File: config.mk
export PLATFORM = sky130hd
export DESIGN_NAME = uart_tx_ctrl
export DESIGN_NICKNAME = d
export VERILOG_FILES = /design/src/rtl/uart_tx_ctrl.sv
export SDC_FILE = /design/constraint.sdc
export NUM_CORES = 1
export LEC_CHECK = 0
export ABC_AREA = 1
export CAP_MARGIN = 30
export CORE_AREA = 3 3 40 42
export DETAILED_ROUTE_END_ITERATION = 7
export DIE_AREA = 0 0 43 45
export DONT_BUFFER_PORTS = 1
export SLEW_MARGIN = 20
export SYNTH_ARGS = -nofsm -noshare
export SYNTH_HDL_FRONTEND = slang
export SYNTH_SLANG_ARGS = --single-unit
File: constraint.sdc
create_clock -name CLK -period 1.5 [get_ports CLK]
set_input_delay 0.45 -clock CLK [delete_from_list [all_inputs] [get_ports CLK]]
set_output_delay 0.45 -clock CLK [all_outputs]
set_load 0.02 [all_outputs]
File: src/rtl/uart_tx_ctrl.sv
// rtl/uart_tx_ctrl.sv - UART transmit frame controller: start, data, optional parity, stop sequencing
module uart_tx_ctrl #(
    parameter int DATA_WD = 8
) (
    input  logic                         CLK,
    input  logic                         RST,
    input  logic                         Data_Valid,
    input  logic                         PAR_EN,
    output logic                         data_load,
    output logic                         ser_en,
    output logic [1:0]                   mux_sel,
    output logic                         busy,
    output logic [$clog2(DATA_WD+1)-1:0] bit_cnt
);

    localparam int CNT_WD = $clog2(DATA_WD + 1);

    // Index of the last data bit; DATA is left once the counter reaches it.
    localparam logic [CNT_WD-1:0] LAST_BIT = CNT_WD'(DATA_WD - 1);

    // Line mux encodings.
    localparam logic [1:0] MUX_START  = 2'b00;
    localparam logic [1:0] MUX_DATA   = 2'b01;
    localparam logic [1:0] MUX_PARITY = 2'b10;
    localparam logic [1:0] MUX_STOP   = 2'b11;

    typedef enum logic [2:0] {
        S_IDLE   = 3'd0,
        S_START  = 3'd1,
        S_DATA   = 3'd2,
        S_PARITY = 3'd3,
        S_STOP   = 3'd4
    } state_t;

    state_t            state_q;
    state_t            state_d;
    logic [CNT_WD-1:0] bit_cnt_q;
    logic              par_en_r;
    logic              accept;

    // A request is only honoured while idle; anything else is dropped, not queued.
    assign accept    = Data_Valid && (state_q == S_IDLE);
    assign data_load = accept;
    assign bit_cnt   = bit_cnt_q;

    // State register; reset wins over a simultaneous request.
    always_ff @(posedge CLK) begin
        if (RST) begin
            state_q <= S_IDLE;
        end else begin
            state_q <= state_d;
        end
    end

    // Parity enable is frozen at acceptance so later PAR_EN changes cannot alter the frame.
    always_ff @(posedge CLK) begin
        if (RST) begin
            par_en_r <= 1'b0;
        end else if (accept) begin
            par_en_r <= PAR_EN;
        end
    end

    // Data bit counter: advances only in DATA and returns to 0 on the last bit or elsewhere.
    always_ff @(posedge CLK) begin
        if (RST) begin
            bit_cnt_q <= '0;
        end else if ((state_q == S_DATA) && (bit_cnt_q != LAST_BIT)) begin
            bit_cnt_q <= bit_cnt_q + CNT_WD'(1);
        end else begin
            bit_cnt_q <= '0;
        end
    end

    // Next-state logic and Moore output decode from the current state.
    always_comb begin
        state_d = state_q;
        mux_sel = MUX_STOP;
        busy    = 1'b0;
        ser_en  = 1'b0;
        case (state_q)
            S_IDLE: begin
                if (Data_Valid) begin
                    state_d = S_START;
                end
            end
            S_START: begin
                mux_sel = MUX_START;
                busy    = 1'b1;
                state_d = S_DATA;
            end
            S_DATA: begin
                mux_sel = MUX_DATA;
                busy    = 1'b1;
                ser_en  = 1'b1;
                if (bit_cnt_q == LAST_BIT) begin
                    state_d = par_en_r ? S_PARITY : S_STOP;
                end
            end
            S_PARITY: begin
                mux_sel = MUX_PARITY;
                busy    = 1'b1;
                state_d = S_STOP;
            end
            S_STOP: begin
                mux_sel = MUX_STOP;
                busy    = 1'b1;
                state_d = S_IDLE;
            end
            default: begin
                state_d = S_IDLE;
            end
        endcase
    end

endmodule

==> flow_summary.json <==
{
  "share_comb_of_total_power_pct": 52.5,
  "path_class": "reg2out",
  "global_route.overflow_total": 0,
  "maximum_fanout_count_along_the_critical_path": 6,
  "hold_path_class": "in2reg",
  "rows": 13,
  "antenna_left": 0,
  "number_of_buffers_created_by_cts": 3,
  "setup_repair_after_global_routing_missed_its_margin": "true",
  "synth_area_um2": 423,
  "regToRegEndpoint": "state_q[1]$_SDFFE_PP0P_",
  "die_width_um": 43,
  "synth_area_leader_cell": "sky130_fd_sc_hd__dfxtp_1",
  "ff2ff_path_depth": 7,
  "via_per_inst": 4.74,
  "power_per_cell_area_nw_per_um2": 1900,
  "cts_tree": "yes",
  "crit_chain": "inv_2 > nand3_1 > nand2_1",
  "area_growth_pct": 26.3,
  "io-pin-count": 13,
  "clk_root_buffer_cell": "sky130_fd_sc_hd__clkbuf_4",
  "postSynthAreaPerCell_um2": 8.29,
  "global_route_wire_length_before_repair_mm": 1.23,
  "max-clock-path-buffers": 2,
  "syn_inst": 51,
  "drt-total-wl_um": 792,
  "routability_congestion_estimate": 0.839,
  "crit_required_ps": 1050,
  "switchingPower_mw": 0.455,
  "irDropWorstVdd_mv": 0.613,
  "drt_first_iter_violations": 3,
  "seq_power_share_pct": 32.0,
  "grt_antenna_before_repair": 0,
  "critPathTopFamily": "flip-flops",
  "yosysSeqAreaShare_pct": 37.9,
  "postSynthNetCount": 56,
  "die_area_um2": 1940,
  "utilization_pct": 41.6,
  "routedWlPerCell_um": 10.7,
  "drt_pass1_iterations": 4,
  "port_buf_inserts": 0,
  "yosys_register_bits": 8,
  "timing.hold.worst_path_depth": 1,
  "final_design_area_no_fill_um2": 534,
  "critical_path.startpoint_type": "flip-flop",
  "drt_drc_violations_left": 0,
  "ctsHtreeMaxLevel": 1,
  "die_height_um": 45,
  "setup_violations": 0,
  "ff2ff_setup_slack_ps": 370,
  "ys_types": 22,
  "timing.critical_path.buf_inv": 1,
  "clk_latency_worst_skew_pair_ps": 250,
  "finalMaxSlewViolations": 0,
  "synth-warning-count": 0,
  "first_global_vias": 310,
  "max_cap_violations": 0,
  "num_antenna_cells": 0,
  "swShare_pct": 44.8,
  "clkTransAtPathRegs_ps": 50,
  "power_leakage_nw": 0.211,
  "grt_max_degree": 7,
  "fin_worst_skew_ps": 1.78,
  "starting_utilization_of_the_core_area_pct": 32.9,
  "clockPowerShare_pct": 15.5,
  "cp_data_arrival_time_ps": 1020,
  "drive_gt1_share_pct": 52.5,
  "r2r_start": "bit_cnt[0]$_SDFF_PP0_",
  "worstHoldEndpoint": "state_q[2]$_SDFFE_PP0P_",
  "timing_worst_slew_pin_value_ps": 295,
  "placed_cell_area_um2": 472,
  "achievable-frequency_mhz": 680,
  "min_from": "RST",
  "place_hpwl_um": 638,
  "max_stage_delay_ps": 350,
  "final_hold_viol_count": 0,
  "worstSetupEndpointType": "primary output",
  "largest_cells_by_area_after_synthesis": "sky130_fd_sc_hd__dfxtp_1 (38%), sky130_fd_sc_hd__nor3_2 (7.1%), sky130_fd_sc_hd__inv_1 (6.2%)",
  "dr_total_vias": 351,
  "worst_slew_margin_rel_pct": 80.3,
  "min_period_over_period_pct": 98.1,
  "grt_util_all_layers_pct": 9.02,
  "number_of_nets_in_the_finished_design": 66,
  "fin_hold_ws_ps": 257,
  "synth_top_cell_area_share_pct": 37.9,
  "internal-power_mw": 0.560,
  "finalCriticalPeriod_ps": 1470,
  "crit_path_top_delay_cell": "sky130_fd_sc_hd__dfxtp_2",
  "tritoncts_num_sinks": 8,
  "placeableCoreArea_um2": 1280,
  "status": "completed"
}
registers in the layout, indices dropped and copies added (netlist names):
signal / flops
state_q: 3
bit_cnt: 4
par_en_r: 1
synth_stat cells:
library cell,number
sky130_fd_sc_hd__dfxtp_1,8
sky130_fd_sc_hd__inv_1,7
sky130_fd_sc_hd__nand2_1,6
sky130_fd_sc_hd__nand3_1,4
sky130_fd_sc_hd__nor2_2,4
sky130_fd_sc_hd__nand2_2,3
sky130_fd_sc_hd__nor3_2,3
sky130_fd_sc_hd__o21ai_1,2
sky130_fd_sc_hd__a21oi_1,1
sky130_fd_sc_hd__clkinv_1,1
sky130_fd_sc_hd__ha_1,1
sky130_fd_sc_hd__inv_2,1
sky130_fd_sc_hd__nand3_2,1
sky130_fd_sc_hd__nand3_4,1
sky130_fd_sc_hd__nand3b_1,1
sky130_fd_sc_hd__nand4_1,1
sky130_fd_sc_hd__nor2_1,1
sky130_fd_sc_hd__nor2_4,1
sky130_fd_sc_hd__o211ai_1,1
sky130_fd_sc_hd__o21ai_0,1
sky130_fd_sc_hd__o21bai_1,1
sky130_fd_sc_hd__xor2_1,1
metal layers:
| layer | wire length (µm) | vias to the layer above | global-route usage [%] |
|---|---|---|---|
| met4 | 4 | 0 | 7.23 |
| met5 | 0 | - | 0 |
| met1 | 314 | 149 | 8.98 |
| met2 | 373 | 13 | 14.1 |
| met3 | 100 | 2 | 4.78 |
| li1 | - | 187 | - |
cells in the final DEF, fill, tap and decap left out, types with 2 or more instances in the layout:
| cell type | instances |
|---|---|
| sky130_fd_sc_hd__clkbuf_4 | 3 |
| sky130_fd_sc_hd__dfxtp_4 | 2 |
| sky130_fd_sc_hd__nand2_2 | 4 |
| sky130_fd_sc_hd__nand3_1 | 4 |
| sky130_fd_sc_hd__inv_2 | 3 |
| sky130_fd_sc_hd__inv_1 | 4 |
| sky130_fd_sc_hd__nor3_2 | 3 |
| sky130_fd_sc_hd__buf_4 | 4 |
| sky130_fd_sc_hd__nor2_2 | 4 |
| sky130_fd_sc_hd__nand2_1 | 5 |
| sky130_fd_sc_hd__dfxtp_1 | 5 |
| sky130_fd_sc_hd__o21ai_1 | 2 |
metrics by stage:
stage	setup TNS, ps	worst slack, ps	power [mW]	instances
detailed placement	0	136	0.773	70
CTS	-33.4	-20.0	0.953	73
floorplan	0	65.7	0.662	51
global placement	0	169	0.766	70
finish	0	29.0	1.01	74
global route	-73.0	-30.7	1.09	74
cell families (layout without fill, tap and decap cells):
family                   Yosys count  count (layout)  synth area share, %
buffers and inverters              9              17                 7.99
flip-flops                         8               8                 37.9
AND/OR/NAND/NOR                   26              26                 40.8
XOR/XNOR                           1               1                 2.07
AO/OA/AOI/OAI                      6               6                 8.28
adder cells (fa/ha/maj)            1               1                 2.96
power groups by stage:
stage	Combinational, mW	Sequential (mW)	Clock [mW]
floorplan	0.351	0.311	0
global placement	0.457	0.309	0
detailed placement	0.463	0.310	0
CTS	0.469	0.314	0.171
global route	0.578	0.330	0.183
finish	0.532	0.325	0.158
worst max path at each step:
stage / from / endpoint / cells after the start
floorplan: state_q[2]$_SDFFE_PP0P_ / mux_sel[1] / 3
global route: state_q[1]$_SDFFE_PP0P_ / busy / 3
finish: state_q[1]$_SDFFE_PP0P_ / busy / 3
detailed placement: state_q[2]$_SDFFE_PP0P_ / mux_sel[1] / 4
CTS: state_q[2]$_SDFFE_PP0P_ / mux_sel[1] / 4
global placement: state_q[2]$_SDFFE_PP0P_ / mux_sel[1] / 4
timing repair:
action | CTS | global route
pin swaps | 0 | 1
hold buffers | 0 | 0
buffers inserted | 0 | 1
setup endpoints to repair | 3 | 3
gates cloned | 0 | 0
resized for setup | 7 | 7
final cells by class:
type / instances / area (µm²)
multi-input combinational: 34 / 246
fill: 140 / 751
inverter: 9 / 36.3
timing repair buffer: 5 / 41.3
sequential: 8 / 169
tap: 15 / 18.8
clock buffer: 3 / 22.5
No activity file was read; power rests on OpenSTA's default activity.
